## config.mk

```make
export PLATFORM = sky130hd
export DESIGN_NAME = updown_count_monitor_flat
export DESIGN_NICKNAME = d
export VERILOG_FILES = /design/src/rtl/updown_mon_pkg.sv /design/src/rtl/updown_count_monitor_if.sv /design/src/rtl/updown_step_classify.sv /design/src/rtl/updown_count_monitor.sv /design/src/flat_wrapper.sv
export SDC_FILE = /design/constraint.sdc
export NUM_CORES = 1
export LEC_CHECK = 0
export ABC_AREA = 1
export ABC_CLOCK_PERIOD_IN_PS = 2600
export BUFFER_PORTS_ARGS = -buffer_cell sky130_fd_sc_hd__buf_4
export CORE_MARGIN = 2
export CORE_UTILIZATION = 55
export DETAILED_ROUTE_END_ITERATION = 7
export PLACE_DENSITY = 0.79
export SYNTH_ARGS = -nofsm -noshare
export SYNTH_HDL_FRONTEND = slang
export SYNTH_HIERARCHICAL = 1
export SYNTH_SLANG_ARGS = --single-unit
```

## constraint.sdc

```tcl
create_clock -name clock -period 2.6 [get_ports clock]
set_clock_uncertainty 0.1 [all_clocks]
set_input_delay 0.26 -clock clock [delete_from_list [all_inputs] [get_ports clock]]
set_output_delay 0.26 -clock clock [all_outputs]
set_load 0.005 [all_outputs]
```

## src/rtl/updown_mon_pkg.sv

```systemverilog
// Shared encodings for the up/down counter monitor.
// FSM state constants and step classification codes.
package updown_mon_pkg;

    localparam logic [1:0] S_EMPTY  = 2'd0;
    localparam logic [1:0] S_PRIMED = 2'd1;
    localparam logic [1:0] S_UP     = 2'd2;
    localparam logic [1:0] S_DOWN   = 2'd3;

    typedef enum logic [1:0] {
        STEP_HOLD = 2'd0,
        STEP_UP   = 2'd1,
        STEP_DN   = 2'd2,
        STEP_ERR  = 2'd3
    } step_e;

endpackage

```

## src/rtl/updown_count_monitor_if.sv

```systemverilog
// Observation bus between a counter sampler and the monitor.
// master drives samples, slave (the monitor) returns status.
interface updown_count_monitor_if
    import updown_mon_pkg::*;
#(
    parameter int WIDTH      = 4,
    parameter int ERR_CNT_W  = 8,
    parameter int WRAP_CNT_W = 8
);

    logic                  sample_en;
    logic                  clear;
    logic [WIDTH-1:0]      count_in;
    logic                  dir_valid;
    logic                  dir_up;
    logic                  hold;
    logic                  dir_change;
    logic                  wrap_up;
    logic                  wrap_dn;
    logic                  step_err;
    logic [WRAP_CNT_W-1:0] wrap_count;
    logic [ERR_CNT_W-1:0]  err_count;

    modport master (
        output sample_en, clear, count_in,
        input  dir_valid, dir_up, hold, dir_change,
        input  wrap_up, wrap_dn, step_err,
        input  wrap_count, err_count
    );

    modport slave (
        input  sample_en, clear, count_in,
        output dir_valid, dir_up, hold, dir_change,
        output wrap_up, wrap_dn, step_err,
        output wrap_count, err_count
    );

endinterface

```

## src/rtl/updown_step_classify.sv

```systemverilog
// Classifies one counter step from the previous to the new value.
// Pure combinational; wrap decisions use the prev flags.
module updown_step_classify
    import updown_mon_pkg::*;
#(
    parameter int WIDTH = 4
) (
    input  logic [WIDTH-1:0] prev,
    input  logic [WIDTH-1:0] count_in,
    output step_e            step,
    output logic             is_max_prev,
    output logic             is_zero_prev
);

    logic [WIDTH-1:0] diff;

    assign diff         = count_in - prev;
    assign is_max_prev  = (prev == {WIDTH{1'b1}});
    assign is_zero_prev = (prev == '0);

    // modular difference of +1 / -1 / 0 is a legal step
    always_comb begin
        step = STEP_ERR;
        unique case (1'b1)
            (diff == WIDTH'(1)):       step = STEP_UP;
            (diff == {WIDTH{1'b1}}):   step = STEP_DN;
            (diff == '0):              step = STEP_HOLD;
            default:                   step = STEP_ERR;
        endcase
    end

endmodule

```

## src/rtl/updown_count_monitor.sv

```systemverilog
// Passive monitor for an up/down counter value stream.
// Tracks direction, wraps and illegal steps with saturating stats.
module updown_count_monitor
    import updown_mon_pkg::*;
#(
    parameter int WIDTH      = 4,
    parameter int ERR_CNT_W  = 8,
    parameter int WRAP_CNT_W = 8
) (
    input  logic                   clock,
    input  logic                   rst,
    updown_count_monitor_if.slave  mon
);

    logic [WIDTH-1:0]      prev;
    logic [1:0]            state;
    logic [1:0]            state_nxt;
    step_e                 step;
    logic                  is_max_prev;
    logic                  is_zero_prev;
    logic                  accept;

    logic                  hold_n, dchg_n, wup_n, wdn_n, err_n;
    logic                  hold_q, dchg_q, wup_q, wdn_q, err_q;
    logic [WRAP_CNT_W-1:0] wrap_cnt;
    logic [ERR_CNT_W-1:0]  err_cnt;

    updown_step_classify #(
        .WIDTH (WIDTH)
    ) u_classify (
        .prev         (prev),
        .count_in     (mon.count_in),
        .step         (step),
        .is_max_prev  (is_max_prev),
        .is_zero_prev (is_zero_prev)
    );

    assign accept = mon.sample_en & ~mon.clear;

    // next state and pulse decode for an accepted sample
    always_comb begin
        state_nxt = state;
        hold_n    = 1'b0;
        dchg_n    = 1'b0;
        wup_n     = 1'b0;
        wdn_n     = 1'b0;
        err_n     = 1'b0;
        if (accept) begin
            if (state == S_EMPTY) begin
                state_nxt = S_PRIMED;
            end else begin
                unique case (step)
                    STEP_HOLD: hold_n = 1'b1;
                    STEP_UP: begin
                        state_nxt = S_UP;
                        wup_n     = is_max_prev;
                        dchg_n    = (state == S_DOWN);
                    end
                    STEP_DN: begin
                        state_nxt = S_DOWN;
                        wdn_n     = is_zero_prev;
                        dchg_n    = (state == S_UP);
                    end
                    default: begin
                        state_nxt = S_PRIMED;
                        err_n     = 1'b1;
                    end
                endcase
            end
        end
    end

    // FSM and previous-value register
    always_ff @(posedge clock or posedge rst) begin
        if (rst) begin
            state <= S_EMPTY;
            prev  <= '0;
        end else if (mon.clear) begin
            state <= S_EMPTY;
        end else begin
            state <= state_nxt;
            if (accept) prev <= mon.count_in;
        end
    end

    // single-cycle event pulses
    always_ff @(posedge clock or posedge rst) begin
        if (rst) begin
            hold_q <= 1'b0;
            dchg_q <= 1'b0;
            wup_q  <= 1'b0;
            wdn_q  <= 1'b0;
            err_q  <= 1'b0;
        end else begin
            hold_q <= hold_n;
            dchg_q <= dchg_n;
            wup_q  <= wup_n;
            wdn_q  <= wdn_n;
            err_q  <= err_n;
        end
    end

    // saturating wrap and error statistics
    always_ff @(posedge clock or posedge rst) begin
        if (rst) begin
            wrap_cnt <= '0;
            err_cnt  <= '0;
        end else if (mon.clear) begin
            wrap_cnt <= '0;
            err_cnt  <= '0;
        end else begin
            if ((wup_n | wdn_n) && (wrap_cnt != {WRAP_CNT_W{1'b1}}))
                wrap_cnt <= wrap_cnt + WRAP_CNT_W'(1);
            if (err_n && (err_cnt != {ERR_CNT_W{1'b1}}))
                err_cnt <= err_cnt + ERR_CNT_W'(1);
        end
    end

    assign mon.dir_valid  = (state == S_UP) || (state == S_DOWN);
    assign mon.dir_up     = (state == S_UP);
    assign mon.hold       = hold_q;
    assign mon.dir_change = dchg_q;
    assign mon.wrap_up    = wup_q;
    assign mon.wrap_dn    = wdn_q;
    assign mon.step_err   = err_q;
    assign mon.wrap_count = wrap_cnt;
    assign mon.err_count  = err_cnt;

endmodule
```

## src/flat_wrapper.sv

```systemverilog
// flat-port wrapper written by rule: the top's interface ports become plain ports
module updown_count_monitor_flat import updown_mon_pkg::*;
#(
    parameter int WIDTH      = 4,
    parameter int ERR_CNT_W  = 8,
    parameter int WRAP_CNT_W = 8
)
  (clock, rst, mon_sample_en, mon_clear, mon_count_in, mon_dir_valid, mon_dir_up, mon_hold, mon_dir_change, mon_wrap_up, mon_wrap_dn, mon_step_err, mon_wrap_count, mon_err_count);
  updown_count_monitor_if #(.WIDTH(WIDTH), .ERR_CNT_W(ERR_CNT_W), .WRAP_CNT_W(WRAP_CNT_W)) mon_i ();
  input  logic clock;
  input  logic rst;
  input wire logic [$bits(mon_i.sample_en)-1:0] mon_sample_en;
  input wire logic [$bits(mon_i.clear)-1:0] mon_clear;
  input wire logic [$bits(mon_i.count_in)-1:0] mon_count_in;
  output wire logic [$bits(mon_i.dir_valid)-1:0] mon_dir_valid;
  output wire logic [$bits(mon_i.dir_up)-1:0] mon_dir_up;
  output wire logic [$bits(mon_i.hold)-1:0] mon_hold;
  output wire logic [$bits(mon_i.dir_change)-1:0] mon_dir_change;
  output wire logic [$bits(mon_i.wrap_up)-1:0] mon_wrap_up;
  output wire logic [$bits(mon_i.wrap_dn)-1:0] mon_wrap_dn;
  output wire logic [$bits(mon_i.step_err)-1:0] mon_step_err;
  output wire logic [$bits(mon_i.wrap_count)-1:0] mon_wrap_count;
  output wire logic [$bits(mon_i.err_count)-1:0] mon_err_count;
  assign mon_i.sample_en = mon_sample_en;
  assign mon_i.clear = mon_clear;
  assign mon_i.count_in = mon_count_in;
  assign mon_dir_valid = mon_i.dir_valid;
  assign mon_dir_up = mon_i.dir_up;
  assign mon_hold = mon_i.hold;
  assign mon_dir_change = mon_i.dir_change;
  assign mon_wrap_up = mon_i.wrap_up;
  assign mon_wrap_dn = mon_i.wrap_dn;
  assign mon_step_err = mon_i.step_err;
  assign mon_wrap_count = mon_i.wrap_count;
  assign mon_err_count = mon_i.err_count;
  updown_count_monitor #(.WIDTH(WIDTH), .ERR_CNT_W(ERR_CNT_W), .WRAP_CNT_W(WRAP_CNT_W)) u_core (.clock(clock), .rst(rst), .mon(mon_i));
endmodule
```

==> After elaboration in Yosys (flattened, before gate mapping) <==
Index checks and enable logic that the tools add are counted.
{ "op_classes": {"mux": 24, "n_reduce_logical": 13, "n_addsub": 3, "n_eq_ne": 10, "bitwise_logic": 3} }
{ "ops": {"columns": ["op", "n"], "rows": [
  ["2-to-1 mux 8 bit", 4],
  ["adder 8 x 1 -> 8 bit (second input constant)", 2],
  ["inequality test 8 bit (second input constant)", 2],
  ["2-to-1 mux 1 bit", 14],
  ["case mux 2 bit (3 select lines)", 2],
  ["== test 4 bit (second input constant)", 2],
  ["logical NOT 4 bit", 2],
  ["== test 2 bit (second input constant)", 3],
  ["2-to-1 mux 2 bit", 3],
  ["nonzero test 2 bit", 3],
  ["== test 4 x 1 -> 1 bit (second input constant)", 1],
  ["logical NOT 2 bit", 2],
  ["AND reduction 2 bit", 2],
  ["subtractor 4 bit", 1],
  ["inequality test 3 x 2 -> 1 bit (second input constant)", 1],
  ["OR reduction 3 bit", 1],
  ["== test 2 x 1 -> 1 bit (second input constant)", 1],
  ["logical AND 1 bit", 2],
  ["case mux 1 bit (2 select lines)", 1],
  ["bitwise AND 1 bit", 1],
  ["logical OR 1 bit", 1],
  ["NOT 1 bit", 1],
  ["bitwise OR 1 bit", 1]
]} }
{ "totals": {"reg_bits": 27, "input_bits": 8, "elab_cells": 62} }

==> Longest topological paths before layout <==
{ "depth": {"depth_word": 11, "ltp_mapped": 20} }

==> Hierarchy <==
The synthesis kept the hierarchy.
{ "by_module_without_submodules": {"columns": ["module", "area_per_inst_um2", "seq_area_each_um2", "cells_each", "n_inst"], "rows": [
  ["updown_count_monitor", 1552.7, 675.6, 199, 1],
  ["updown_step_classify", 192.7, 0.0, 35, 1]
]} }

==> Worst setup path after synthesis <==
OpenSTA, ideal clock, no wires.
{ "synth_timing": {"path_type": "register to register", "start": "register u_core.prev[0]", "end": "register u_core.wrap_cnt[3], in the netlist u_core/mon.wrap_count[3]", "stages_incl_launch_ff": 18, "t_required_ns": 2.382, "path_slack_ns": 0.299, "path_buffers": 0, "arrival_time_ns": 2.083, "setup_time_ns": 0.118, "path_cell_list": "dfrtp_1 -> ha_1 -> inv_1 -> fa_1 -> nand2_1 -> nor2_1 -> nand3_1 -> nand2_1 -> inv_1 -> inv_1 -> ha_1 -> nand2_1 -> inv_1 -> nand3_1 -> nand2_2 -> nand2_4 -> nand3_1 -> nand2_1"} }
{ "synth_between": {"elab_chain_cells": 10, "elab_cells_between_ends": 18} }
{ "synth_rtl": {"columns": ["element", "line_no", "text"], "rows": [
  ["start: declaration", "updown_count_monitor.sv:15", "logic [WIDTH-1:0] prev;"],
  ["start signal: assignment", "updown_count_monitor.sv:82", "if (accept) prev <= mon.count_in;"],
  ["subtractor 4 bit *", "updown_step_classify.sv:17", "assign diff = count_in - prev;"],
  ["== test 4 bit, or another cell as far along", "updown_step_classify.sv:26", "(diff == {WIDTH{1'b1}}): step = STEP_DN;"],
  ["case mux 2 bit (3 select lines) *", "updown_step_classify.sv:24", "unique case (1'b1)"],
  ["via u_core.step[0]", "updown_count_monitor.sv:18", "step_e step;"],
  ["== test 2 x 1 -> 1 bit / == test 2 bit (equally long branches)", "updown_count_monitor.sv:52", "unique case (step)"],
  ["2-to-1 mux 1 bit", "updown_count_monitor.sv:52", null],
  ["2-to-1 mux 1 bit", "updown_count_monitor.sv:49", "if (state == S_EMPTY) begin"],
  ["2-to-1 mux 1 bit", "updown_count_monitor.sv:48", "if (accept) begin"],
  ["bitwise OR 1 bit *", "updown_count_monitor.sv:112", "if ((wup_n | wdn_n) && (wrap_cnt != {WRAP_CNT_W{1'b1}}))"],
  ["logical AND 1 bit *", "updown_count_monitor.sv:112", null],
  ["nonzero test 2 bit (no source line) *", null, null],
  ["end signal: assignment", "updown_count_monitor.sv:113", "wrap_cnt <= wrap_cnt + WRAP_CNT_W'(1);"],
  ["end: declaration", "updown_count_monitor.sv:25", "logic [WRAP_CNT_W-1:0] wrap_cnt;"]
]} }
Mark *: on every way through the listed nets, which the timed path passes. The rest lies on a longest branch.
A chain may end at the register's enable or synchronous reset.

==> Worst setup path in the final report <==
{ "layout_timing": {"start": "register u_core.prev[0]", "end": "register u_core.wrap_cnt[5], in the netlist u_core/mon.wrap_count[5]"} }
Same word-level chain as after synthesis.

==> summary.md <==
| Metric | Value |
|---|---|
| Total Routed Length | 3560 um |
| Crit end category | flop |
| Ports | 31 |
| FMAX | 401 MHz |
| Crit path launch | u_core/prev[0] |
| Die Area | ~0.0036 sq mm |
| Max_cap viols | 0 |
| Clk_lat worst skew | 0.32 ns |
| Post-Syn Area | 0.00175 sq mm |
| CP endpoint | u_core/mon.wrap_count[5] |
| CP Cell Sequence | ha_2 -> inv_2 -> fa_2 -> nand2_2 -> nor2_1 -> nand3_1 -> nand2_1 -> inv_2 -> inv_2 -> ha_4 -> nand2_1 -> inv_2 -> nand3_2 -> nand2_2 -> nand2_4 -> nand3_2 -> nand2_1 |
| Netlist cell types | 29 |
| Final period util | 95.8% |
| Final GP Congestion | about 0.8 |
| Num CTS Buffers | 3 |
| N_diodes | 0 |
| Flops & latches, synth | 27 |
| Die Span X | 60.3 um |
| R2R cell count | 17 |
| Status | complete, no violations |
| Cell chosen for the clock root | clkbuf_4 |
| GR Util met3 | 3.62% |
| Slowest cell on crit path | fa_2 |
| Peak supply drop | 241 uV |
| Hold Crit Class | input pin to flop |
| Gr usage total | about a fifth |
| Top delay family on crit path | adder cells |
| Leakage | 1.19 nW |
| Avg Synthesized Cell Area | 7.46 sq um |
| Chip height | 60.3 um |
| Detailed Place HPWL | between 2000 and 3000 um |
| Number of global-route vias before repair | 1,365 |
| Power Total | 837 uW |
| Reg2reg setup slack | about 0.11 ns |
| Pwr Density | ~380 mW/mm^2 |
| M1 GR Usage | 27.7% |
| Final nets | 292 |
| Worst path depth | 17 |
| DR iter-0 viols | 86 |
| Clk buf depth | 2 |
| Crit path largest cell delay | 0.55 ns |
| Grt met2 use | 33.4% |
| Area Overhead vs Synth | 24.9% |
| Final hold vios | 0 |
| Drt first pass iters | 4 |
| DR vias | approximately 1,600 |
| Vias per cell | slightly above 5 |
| Yosys warnings | 6 |
| CP max FO | 8 |
| Actual slew at the worst max-slew pin | 0.454 ns |
| IO buf count | 30 |
| Final Slew Violations | 0 |
| Hold path depth | 2 |
| Placed Cells incl. Taps | 307 |
| Setup Crit Path Kind | flop to flop |
| Initial Util | just under 60% |
| First-pass GRT wire length | 5660 um |
| Initial antenna violation count | 0 |
| Number of cell rows | 20 |
| Post-synthesis sequential area ratio | between 30% and 40% |
| Core area | 0.00303 sq mm |
| Fillcell total | about 240 |
| R2R Path End | u_core/mon.wrap_count[5] |
| Worst Setup Start Kind | flop |
| Syn Nets | roughly 250 |
| Critical Path AT | roughly 2.6 ns |
| Syn Inst Count | 234 |
| DRC | 0 |
| Largest net degree at the start of global routing | 28 |
| CTS tree | yes |
| Crit path time final | 2.49 ns |
| Layout cell share with drive strength beyond 1 | 31.1% |
| R2r startpoint | u_core/prev[0] |
| Avg WL per Cell | around 11 um |
| Antenna viol nets, final | 0 |
| CP bufs+invs | 4 |
| Clk sinks | 27 |
| Layer with the highest usage | met2 |
| Required time of the critical path | 2.73 ns |
| Gr ovfl total | 0 |
| Setup violations, final | 0 |
| Cell Count, Final, Fillers Out | 317 |
| Final hold slack | 0.0179 ns |
| Crit-path most repeated cell | inv_2 |
| Clk slew on worst S/H paths | 0.14 ns |
| Max-slew headroom | 69.7% |
| H-tree levels | 1 |
-- flip-flops by register name (all words and copies together) (netlist names) --
register               cells
u_core/prev                4
u_core/mon.wrap_up         1
u_core/mon.hold            1
u_core/state               2
u_core/mon.wrap_dn         1
u_core/mon.wrap_count      8
u_core/mon.dir_change      1
u_core/mon.err_count       8
u_core/mon.step_err        1
-- worst register-to-register path: stages (launching register included) --
cell and delay [ns]:
dfrtp_1 0.41, ha_2 0.19, inv_2 0.04, fa_2 0.55, nand2_2 0.05, nor2_1 0.08
nand3_1 0.07, nand2_1 0.07, inv_2 0.05, inv_2 0.07, ha_4 0.13, nand2_1 0.05
inv_2 0.07, nand3_2 0.09, nand2_2 0.13, nand2_4 0.11, nand3_2 0.08, nand2_1 0.06
-- placed cells by master, fill, tap and decap left out, drive strengths merged --
| master | synthesis | layout |
|---|---|---|
| nand2 | 78 | 78 |
| buf | 3 | 38 |
| inv | 33 | 34 |
| nand3 | 34 | 34 |
| dfrtp | 27 | 27 |
| nor2 | 25 | 25 |
| ha | 9 | 9 |
| o21ai | 5 | 5 |
| clkbuf | 1 | 3 |
| nand4 | 3 | 3 |
| xnor2 | 3 | 3 |
| xor2 | 2 | 2 |
| o21bai | 2 | 2 |
| a21oi | 2 | 2 |
| nor3 | 2 | 2 |
| clkinv | 1 | 1 |
| dlygate4sd3 | 0 | 1 |
| or2 | 1 | 1 |
| nand3b | 1 | 1 |
| nor4 | 1 | 1 |
| fa | 1 | 1 |
-- cell type report --
class	count	area, sq um	share of cell area, %
clock inverter	1	5.00	0.229
sequential	27	676	31.0
multi-input combinational	169	1000	45.8
inverter	34	128	5.85
timing repair buffer	39	295	13.5
clock buffer	3	22.5	1.03
tap	44	55.1	2.52
-- metal layers --
layer	routed length (um)	up-vias
li1	-	811
met1	1640	745
met2	1720	35
met3	139	6
met4	53	0
met5	0	-
-- synthesized netlist by cell type --
master / n / area [sq um]
nand3_2: 4 / 40.0
inv_1: 29 / 109
nand4_1: 3 / 18.8
o21ai_2: 2 / 17.5
o21ai_1: 2 / 10.0
buf_2: 2 / 10.0
buf_6: 1 / 11.3
nor2_4: 2 / 22.5
nor3_1: 2 / 10.0
nand3b_1: 1 / 7.51
nand3_1: 30 / 150
xor2_1: 2 / 17.5
nand2_2: 4 / 25.0
nand2_1: 71 / 267
ha_1: 9 / 113
xnor2_1: 3 / 26.3
nand2_4: 3 / 33.8
nor2_2: 4 / 25.0
clkinv_1: 1 / 3.75
fa_1: 1 / 20.0
o21ai_0: 1 / 5.00
or2_1: 1 / 6.26
a21oi_1: 2 / 10.0
inv_2: 4 / 15.0
clkbuf_1: 1 / 3.75
nor2_1: 19 / 71.3
nor4_1: 1 / 6.26
dfrtp_1: 27 / 676
o21bai_1: 2 / 15.0
-- what timing repair did --
item,4_1_cts,5_1_grt
hold buffers,1,0
resized for setup,0,21
endpoints found under the hold margin,27,0
endpoints found under the setup margin,0,15
setup buffers,0,5
-- kinds of logic after synthesis --
group,Yosys count,share of synthesized area (%)
AOI/OAI and AO/OA,9,3.30
DFF,27,38.7
xor gates and xnor gates,5,2.51
and+or+nand+nor,145,39.1
buffers and inverters,38,8.74
adders and majority gates,10,7.60
-- stage by stage --
| stage | TNS (ns) | setup WS (ns) | utilization (%) | cell area, sq um |
|---|---|---|---|---|
| after floorplan | 0 | 0.299 | - | 1750 |
| after global placement | 0 | 0.114 | 66.8 | 2020 |
| after detailed placement | 0 | 0.0453 | 66.8 | 2020 |
| after CTS | 0 | 0.0475 | 68.1 | 2060 |
| after global routing | -0.0646 | -0.0254 | 72.0 | 2180 |
| final | 0 | 0.109 | 72.0 | 2180 |
-- worst min-delay path by stage --
stage	startpoint	endpoint	slack (ns)
floorplan	rst	u_core/mon.dir_change	0.21
global placement	rst	u_core/mon.err_count[2]	0.25
detailed placement	rst	u_core/mon.err_count[4]	0.25
CTS	mon_clear	u_core/state[0]	0.01
global route	mon_clear	u_core/state[0]	0.008
finish	mon_clear	u_core/state[0]	0.02
-- report_power, final --
group | leakage (nW) | switching, mW | total [mW] | internal (mW)
Clock | 0.0177 | 0.123 | 0.181 | 0.0577
Sequential | 0.369 | 0.0126 | 0.445 | 0.432
Combinational | 0.804 | 0.121 | 0.212 | 0.0911
Total | 1.19 | 0.256 | 0.837 | 0.581
(Power assumes the default switching activity.)
